File: config.mk
export PLATFORM = sky130hd
export DESIGN_NAME = inert_integrator_p
export DESIGN_NICKNAME = d
export VERILOG_FILES = /design/src/rtl/inert_integrator_p.sv
export SDC_FILE = /design/constraint.sdc
export NUM_CORES = 1
export LEC_CHECK = 0
export BUFFER_PORTS_ARGS = -buffer_cell sky130_fd_sc_hd__buf_2
export CORE_ASPECT_RATIO = 0.6
export CORE_MARGIN = 2
export CORE_UTILIZATION = 40
export CTS_CLUSTER_DIAMETER = 60
export DETAILED_ROUTE_END_ITERATION = 10
export PLACE_DENSITY_LB_ADDON = 0.05
export SLEW_MARGIN = 20
export SYNTH_ARGS = -nofsm -noshare
export SYNTH_HDL_FRONTEND = slang
export SYNTH_SLANG_ARGS = --single-unit
File: constraint.sdc
create_clock -name clk -period 10.8 [get_ports clk]
set_input_delay 1.62 -clock clk [delete_from_list [all_inputs] [get_ports clk]]
set_output_delay 1.62 -clock clk [all_outputs]
set_load 0.05 [all_outputs]
File: src/rtl/inert_integrator_p.sv
// inert_integrator_p
//   Gyro calibration and heading integration core. Averages 2^CAL_LOG2 yaw
//   rate samples to find the rate offset, then integrates offset-corrected,
//   deadbanded yaw rate into a wrapping signed heading. While a guardrail IR
//   detector is active, the heading is also nudged toward the nearest
//   quarter turn.
//
// Ports
//   clk       system clock, rising edge
//   rst       synchronous active-high reset
//   strt_cal  pulse: start / restart calibration
//   vld       pulse: new yaw_rt sample
//   yaw_rt    signed raw yaw rate [RATE_W]
//   lftIR     left guardrail detector (enables fusion)
//   rghtIR    right guardrail detector (enables fusion)
//   moving    integration and fusion enabled while high
//   cal_done  one-cycle pulse when calibration completes
//   rdy       one-cycle pulse when heading has been updated (RUN only)
//   heading   signed heading [HEAD_W], full turn = 2^HEAD_W counts
//   LED       top 8 bits of heading
module inert_integrator_p #(
    parameter int FAST_SIM   = 1,
    parameter int CAL_LOG2   = FAST_SIM ? 8 : 11,
    parameter int RATE_W     = 16,
    parameter int HEAD_W     = 12,
    parameter int FRAC_W     = 11,
    parameter int DEADBAND   = 4,
    parameter int FUSE_SHIFT = 4
) (
    input  logic              clk,
    input  logic              rst,
    input  logic              strt_cal,
    input  logic              vld,
    input  logic [RATE_W-1:0] yaw_rt,
    input  logic              lftIR,
    input  logic              rghtIR,
    input  logic              moving,
    output logic              cal_done,
    output logic              rdy,
    output logic [HEAD_W-1:0] heading,
    output logic [7:0]        LED
);

    localparam int ACC_W = HEAD_W + FRAC_W;
    localparam int SUM_W = RATE_W + CAL_LOG2;
    localparam int CNT_W = CAL_LOG2 + 1;

    localparam logic [CNT_W-1:0]         CNT_LAST = CNT_W'((1 << CAL_LOG2) - 1);
    localparam logic signed [RATE_W-1:0] DB_POS   = RATE_W'(DEADBAND);
    localparam logic signed [RATE_W-1:0] DB_NEG   = -DB_POS;
    localparam logic [ACC_W-1:0]         HALF_Q   = ACC_W'(1) << (ACC_W - 3);
    localparam logic signed [ACC_W-1:0]  STEP_POS = ACC_W'(1) << FUSE_SHIFT;
    localparam logic signed [ACC_W-1:0]  STEP_NEG = -STEP_POS;

    typedef enum logic [1:0] {IDLE, CAL, RUN} state_t;

    state_t                    state;
    logic signed [ACC_W-1:0]   acc;
    logic signed [SUM_W-1:0]   sum;
    logic [CNT_W-1:0]          cnt;
    logic signed [RATE_W-1:0]  offset;

    logic signed [SUM_W-1:0]   sum_nxt;
    logic signed [SUM_W-1:0]   avg;
    logic signed [RATE_W:0]    diff;
    logic signed [RATE_W-1:0]  corr;
    logic signed [RATE_W-1:0]  rate;
    logic [ACC_W-1:0]          rounded;
    logic [ACC_W-1:0]          target;
    logic signed [ACC_W-1:0]   err;
    logic signed [ACC_W-1:0]   fuse;
    logic signed [ACC_W-1:0]   acc_nxt;

    // Calibration running sum including the sample being accepted, so the
    // final average covers all 2^CAL_LOG2 samples in the same edge.
    always_comb begin
        sum_nxt = sum + {{CAL_LOG2{yaw_rt[RATE_W-1]}}, yaw_rt};
        avg     = sum_nxt >>> CAL_LOG2;
    end

    // Offset correction at RATE_W+1 bits, saturated back to RATE_W, then
    // deadband.
    always_comb begin
        diff = {yaw_rt[RATE_W-1], yaw_rt} - {offset[RATE_W-1], offset};
        if (diff[RATE_W] != diff[RATE_W-1])
            corr = diff[RATE_W] ? {1'b1, {(RATE_W-1){1'b0}}}
                                : {1'b0, {(RATE_W-1){1'b1}}};
        else
            corr = diff[RATE_W-1:0];
        rate = ((corr > DB_NEG) && (corr < DB_POS)) ? '0 : corr;
    end

    // Fusion: step toward the nearest quarter turn, clamped to 2^FUSE_SHIFT.
    // Rounding wraps modulo 2^ACC_W, so the top quarter rounds to 0.
    always_comb begin
        rounded = acc + HALF_Q;
        target  = {rounded[ACC_W-1:ACC_W-2], {(ACC_W-2){1'b0}}};
        err     = target - acc;
        if (!(lftIR || rghtIR))
            fuse = '0;
        else if (err > STEP_POS)
            fuse = STEP_POS;
        else if (err < STEP_NEG)
            fuse = STEP_NEG;
        else
            fuse = err;
        acc_nxt = acc + {{(ACC_W-RATE_W){rate[RATE_W-1]}}, rate} + fuse;
    end

    always_ff @(posedge clk) begin
        if (rst) begin
            state    <= IDLE;
            acc      <= '0;
            sum      <= '0;
            cnt      <= '0;
            offset   <= '0;
            cal_done <= 1'b0;
            rdy      <= 1'b0;
        end else begin
            cal_done <= 1'b0;
            rdy      <= 1'b0;
            // strt_cal outranks a coincident vld, which is dropped.
            if (strt_cal) begin
                sum   <= '0;
                cnt   <= '0;
                acc   <= '0;
                state <= CAL;
            end else begin
                case (state)
                    IDLE: ;
                    CAL: begin
                        if (vld) begin
                            sum <= sum_nxt;
                            cnt <= cnt + CNT_W'(1);
                            if (cnt == CNT_LAST) begin
                                offset   <= avg[RATE_W-1:0];
                                cal_done <= 1'b1;
                                state    <= RUN;
                            end
                        end
                    end
                    RUN: begin
                        if (vld) begin
                            rdy <= 1'b1;
                            if (moving)
                                acc <= acc_nxt;
                        end
                    end
                    default: state <= IDLE;
                endcase
            end
        end
    end

    assign heading = acc[ACC_W-1 -: HEAD_W];
    assign LED     = heading[HEAD_W-1 -: 8];

endmodule

==> metrics.md, run 1 <==
| Metric | Value |
|---|---|
| Syn nets | `1165` |
| Mapped Area | `7920 µm²` |
| Max Slew Vio Count | `0` |
| Placed cells | `1302` |
| Slew headroom | `0.404` |
| Row count | `39` |
| Inserted Diodes | `0` |
| DRC viols | `0` |
| Largest cells by area after synthesis | `dfxtp_1 19%, ha_1 11%, a21oi_1 6.7%, fa_1 6.3%, nand2_1 6.1%` |
| Wirelength per Cell | `17.1 µm` |
| Clock sink count | `76` |
| Peak VDD IR | `77.3 µV` |
| Worst Skew | `0.00577 ns` |
| Area occupied by registers | `1520 µm²` |
| Crit path max fanout | `16` |
| Starting Density | `0.412` |
| Seq/Total Area, Yosys | `0.192` |
| Pwr Density | `96.1 nW/µm²` |
| Worst-Margin Slew | `0.894 ns` |
| Worst hold path type | `reg -> reg` |
| Unrepaired setup endpoints after global routing | `no` |
| Drt via density | `5.48` |
| Maxcap violations | `0` |
| #FFs+latches synth | `76` |
| Top-area cell type share of the netlist area | `0.192` |
| Max Freq | `110 MHz` |
| Synth Area per Inst | `7.55 µm²` |
| Min cycle time layout | `9.06 ns` |
| Port buffer count | `44` |
| Post-CTS sizing | `0` |
| Total Wirelength | `22600 µm` |
| EDFF count, synth | `0` |
| Final core occ | `0.442` |
| Number of global-route vias before repair | `6482` |
| Crit end category | `register` |
| Reg clk slew, reported paths | `0.06 ns` |
| Die X | `186 µm` |
| Commonest non-fill, non-tap cell in the layout | `nand2_1` |
| Slowest cell on crit path | `nor2_1` |
| Pre-antenna DRT Iters | `5` |
| CTS Hold Bufs | `0` |
| Post-synthesis async set-or-reset flop share | `0` |
| First-pass GRT wire length | `36500 µm` |
| Hpwl dp | `17700 µm` |
| Critical Path RT | `11.08 ns` |
| Vias | `7229` |
| Setup CP Type | `in -> reg` |
| Fin crit share | `0.839` |
| Share of post-route cells with drive strength above 1 | `0.0941` |
| Final worst slack | `1.74 ns` |
| CTS buffer count | `9` |
| Floorplan core area | `19200 µm²` |
| Antenna violations before repair | `1` |
| Longest Clk Path Bufs | `2` |
| Primary FF master, synth | `dfxtp_1` |
| Final setup fails | `0` |
| Die ar. | `21000 µm²` |
| CP arrival | `9.34 ns` |
| H-Tree Depth | `3` |
| Ys Warns | `0` |
| Leak Pwr | `3.63 nW` |
| Final nets | `1163` |
| TritonCTS clock tree | `built` |
| Outcome | `finished clean` |
| Area leader, netlist | `dfxtp_1` |
| Slowest stage delay, CP | `0.60 ns` |
| Tot Pwr | `0.816 mW` |
| Largest net degree at the start of global routing | `45` |
| Gate Count Post-Synth | `1049` |
| # Post-CTS Setup Buffers | `0` |
| Total track usage | `0.223` |
| Commonest non-fill, non-tap cells in the layout | `128 x nand2_1, 106 x a21oi_1, 76 x dfxtp_1, 74 x inv_1, 73 x nor2_1` |
| Non-Filler Instances | `1318` |
| I/O Pins | `45` |
| Area of the multi-input gates | `5770 µm²` |
| Clock latency at the later pin of the worst-skew pair | `0.35 ns` |
| Antenna violation net count after detailed routing | `0` |
| Clk root buf | `clkbuf_16` |
| CP startpoint kind | `primary input` |
| Die height | `113 µm` |
| Placer congestion estimate | `0.853` |
| Fill count | `2015` |
| Fin. Hold Viols | `0` |
| DR iter-0 viols | `525` |
| Setup TNS Final | `0 ns` |
| Grt ovf | `0` |
| Area grow syn2layout | `7.32%` |
| Pre-CTS setup slack | `1.47 ns` |
| Post-synth cell types | `78` |
-- layer usage --
metal,share of wire,GRT usage,vias to the layer above
met1,0.60,0.388,3346
li1,-,-,3705
met4,0.0062,0.0373,2
met3,0.048,0.0422,13
met5,0.00058,0,-
met2,0.34,0.270,163
-- final timing paths --
check | from | to | slack, ns | cells past startpoint
hold / removal | offset[11] | offset[11] | 0.46 | 2
setup / recovery | yaw_rt[0] | acc[21] | 1.74 | 29
setup reg to reg | offset[7] | acc[21] | 2.72 | 29
hold reg to reg | offset[11] | offset[11] | 0.46 | 2
-- synth_stat cells (6+ instances only) --
library cell	number
a211oi_1	24
a21o_1	26
o41ai_1	6
clkbuf_1	35
dfxtp_1	76
nand4_1	14
ha_1	68
nand2b_1	7
nor3_1	23
o21ai_0	56
o21bai_1	6
o21a_1	15
inv_1	74
nor2_1	73
buf_4	21
nor2b_1	10
o211ai_1	6
nor4_1	9
or2_2	9
and3_1	9
nand2_1	128
a31oi_1	10
a21oi_1	106
nor3b_1	6
fa_1	25
buf_2	8
xnor2_1	45
nand3_1	26
or3_1	16
xor2_1	26
-- sequential cells by signal, indices dropped and copies added, names as in the netlist --
signal / count
offset: 16
cal_done: 1
cnt: 9
rdy: 1
state: 2
sum: 24
acc: 23
-- metrics by stage --
step	hold slack, ns	instance area [µm²]
final	0.462	8490
after global routing	0.478	8490
after CTS	0.461	8490
after detailed placement	0.452	8200
after global placement	0.445	8200
after floorplan	0.436	7920
-- cell type report --
| class | instances | area share |
|---|---|---|
| Multi-Input combinational cell | 831 | 0.679 |
| Inverter | 75 | 0.0331 |
| Clock inverter | 6 | 0.00766 |
| Sequential cell | 76 | 0.179 |
| Timing Repair Buffer | 54 | 0.0348 |
| Tap cell | 266 | 0.0392 |
| Clock buffer | 10 | 0.0270 |
-- power by group --
part | internal (mW) | switching, mW | total (mW)
clock | 0.179 | 0.134 | 0.313
sequential | 0.283 | 0.00149 | 0.284
combinational | 0.0815 | 0.137 | 0.219
total | 0.543 | 0.273 | 0.816
-- logic make-up (layout without fill, tap and decap cells) --
logic type	after synthesis	in the layout	synth area share
buffers and inverters	142	145	0.0795
flip-flops	76	76	0.192
AO/OA/AOI/OAI	299	299	0.243
adder cells (fa/ha/maj)	93	93	0.171
AND/OR/NAND/NOR	363	363	0.229
multiplexers	5	5	0.00648
XOR/XNOR	71	71	0.0786
-- critical path: cells and delay by family --
family / cells / cell delay [ns]
XOR/XNOR: 1 / 0.14
buffers and inverters: 4 / 0.57
adder cells (fa/ha/maj): 6 / 2.13
AND/OR/NAND/NOR: 4 / 1.15
AO/OA/AOI/OAI: 14 / 3.71
Power figures use the tool's default switching activity.
==> run 2: changes to the inputs <==
Clock period 10.8 ns to 7.9 ns, I/O delays scaled along.
==> run 2 against run 1 <==
  * Setup slack got worse by 1.3 ns
  * Highest routed layer is now met4
  * Sequential share of layout area fell by 0.83 points
  * Clock-buffer cell count is 1 lower
  * Final area up 4.9%
  * Non-clock buffer count rose by 51
  * Critical path type unchanged
  * Routed wire length grew 3.5%
  * Critical path depth is 5 higher
  * Utilization increased by 2.2 points
  * Largest cell class unchanged
  * Sequential power increased by 37%
  * Combinational power increased by 52%
  * Largest power group unchanged
  * Clock skew is 0.00071 ns higher
  * Flip-flop and latch count did not move
==> metrics.md, run 2 (synthesized netlist as in run 1, its figures left out) <==
| Metric | Value |
|---|---|
| Outcome | `finished clean` |
| Die height | `113 µm (unchanged)` |
| Longest Clk Path Bufs | `2 (unchanged)` |
| Setup CP Type | `in -> reg` |
| Pwr Density | `131 nW/µm² (+36%)` |
| Number of global-route vias before repair | `6626 (+2.2%)` |
| DR iter-0 viols | `679 (+29%)` |
| Die ar. | `21000 µm² (unchanged)` |
| Hold Path Depth | `2 (unchanged)` |
| Worst-Margin Slew | `0.863 ns (-0.0311 ns)` |
| Slowest cell on crit path | `fa_1` |
| Total Wirelength | `23400 µm (+3.5%)` |
| CTS buffer count | `9 (unchanged)` |
| First-pass GRT wire length | `37700 µm (+3.1%)` |
| Max Slew Vio Count | `0 (unchanged)` |
| Total track usage | `0.232 (+0.00853)` |
| Pre-antenna DRT Iters | `6 (+1)` |
| Largest registers | `sum: 24 flops, acc: 23 flops, offset: 16 flops` |
| Min cycle time layout | `7.45 ns` |
| Commonest non-fill, non-tap cell in the layout | `nand2_1` |
| Critical Path RT | `8.19 ns (-2.89 ns)` |
| H-Tree Depth | `3 (unchanged)` |
| Reg2reg path depth | `25 (-14%)` |
| Drt via density | `5.52 (+0.64%)` |
| Clock latency at the later pin of the worst-skew pair | `0.35 ns (about the same)` |
| Row count | `39 (unchanged)` |
| Crit path max fanout | `4 (-12)` |
| CP startpoint kind | `primary input` |
| Worst hold path type | `reg -> reg` |
| Reg2Reg Setup Slack | `0.97 ns (-1.75 ns)` |
| Antenna violations before repair | `0 (-1)` |
| Reg clk slew, reported paths | `0.06 ns (about the same)` |
| Max Freq | `134 MHz` |
| I/O Pins | `45 (unchanged)` |
| Port buffer count | `44 (unchanged)` |
| Reg2reg start | `acc[0]` |
| Tot Pwr | `1.17 mW (+43%)` |
| Max reg flops | `24 (unchanged)` |
| Die X | `186 µm (unchanged)` |
| Fin crit share | `0.944` |
| Fin. Hold Viols | `0 (unchanged)` |
| Clk root buf | `clkbuf_16` |
| Crit end category | `register` |
| Slew headroom | `0.420 (+0.0163)` |
| Grt ovf | `0 (unchanged)` |
| Worst Skew | `0.00648 ns (+0.000711 ns)` |
| Area grow syn2layout | `12.6%` |
| Maxcap violations | `0 (unchanged)` |
| Hold Crit Start | `offset[5]` |
| Crit Reg-Reg Endpoint | `acc[19]` |
| Slowest stage delay, CP | `0.45 ns (-0.15 ns)` |
| Final setup fails | `0 (unchanged)` |
| Share of post-route cells with drive strength above 1 | `0.139 (+0.0449)` |
| TritonCTS clock tree | `built` |
| Commonest non-fill, non-tap cells in the layout | `128 x nand2_1, 104 x a21oi_1, 76 x dfxtp_1, 74 x inv_1, 73 x nor2_1` |
| Leak Pwr | `3.89 nW (+7.2%)` |
| CP arrival | `7.74 ns (-1.60 ns)` |
| Antenna violation net count after detailed routing | `0 (unchanged)` |
| DRC viols | `0 (unchanged)` |
| Vias | `7546 (+4.4%)` |
| Wirelength per Cell | `17.1 µm (-0.25%)` |
| Register with the most flip-flops | `sum` |
| Hpwl dp | `18500 µm (+4.8%)` |
| Hold EP | `offset[5]` |
| Largest net degree at the start of global routing | `39 (-13%)` |
| Peak VDD IR | `110 µV (+42%)` |
| Clock sink count | `76 (unchanged)` |
| Setup TNS Final | `0 ns (unchanged)` |
| Placer congestion estimate | `0.923 (+8.3%)` |
| Inserted Diodes | `0 (unchanged)` |
| Final nets | `1214 (+4.4%)` |
| Starting Density | `0.412 (unchanged)` |
| Floorplan core area | `19200 µm² (unchanged)` |
==> run 2: power breakdown <==
group	switching, mW	internal (mW)	leakage (nW)	total, mW
clock network	0.174	0.273	0.151	0.446
registers	0.00203	0.386	0.613	0.388
logic	0.197	0.136	3.13	0.333
==> run 2: per-layer routing <==
metal	wire [µm]	up-vias	global-route usage
li1	-	3799	-
met1	13600	3527	0.409
met2	7960	207	0.275
met3	1700	13	0.0415
met4	148	0	0.0362
met5	0	-	0
==> run 2: worst max path at each step <==
stage               slack, ns  startpoint  cells after the start      end
CTS                      0.36   yaw_rt[7]                     32  acc[21]
floorplan                0.25   yaw_rt[7]                     30  acc[21]
detailed placement       0.03   yaw_rt[7]                     32  acc[21]
global route           -0.002   yaw_rt[0]                     33  acc[21]
global placement         0.19   yaw_rt[7]                     30  acc[21]
finish                   0.45   yaw_rt[0]                     34  acc[19]
==> run 2: per-stage QoR <==
step | worst slack, ns | cell area (µm²) | hold WS, ns | utilization | cells
finish | 0.445 | 8910 | 0.458 | 0.463 | 1367
CTS | 0.358 | 8880 | 0.459 | 0.462 | 1366
floorplan | 0.252 | 7920 | 0.436 | - | 1049
detailed placement | 0.0312 | 8580 | 0.451 | 0.446 | 1352
global placement | 0.186 | 8580 | 0.447 | 0.446 | 1352
global route | -0.00174 | 8910 | 0.478 | 0.463 | 1367
==> run 2: critical path, delay by kind of cell <==
family                   cells  cell delay, ns
AO/OA/AOI/OAI               13            2.57
AND/OR/NAND/NOR              9            1.39
buffers and inverters        5            0.54
XOR/XNOR                     1            0.10
adder cells (fa/ha/maj)      6            1.95
==> run 2: layout make-up <==
class	instances	area, µm²
well taps	266	333
fillers	1989	10300
multi-input cells	831	5790
flip-flops and latches	76	1520
clock inverters	5	78.8
inverters	75	282
clock buffers	9	225
repair buffers	105	678
==> run 2: repair_timing <==
| item | 4_1_cts | 5_1_grt |
|---|---|---|
| setup buffers | 0 | 1 |
| hold buffers | 0 | 0 |
| endpoints found under the setup margin | 0 | 7 |
| gates resized for setup | 0 | 4 |
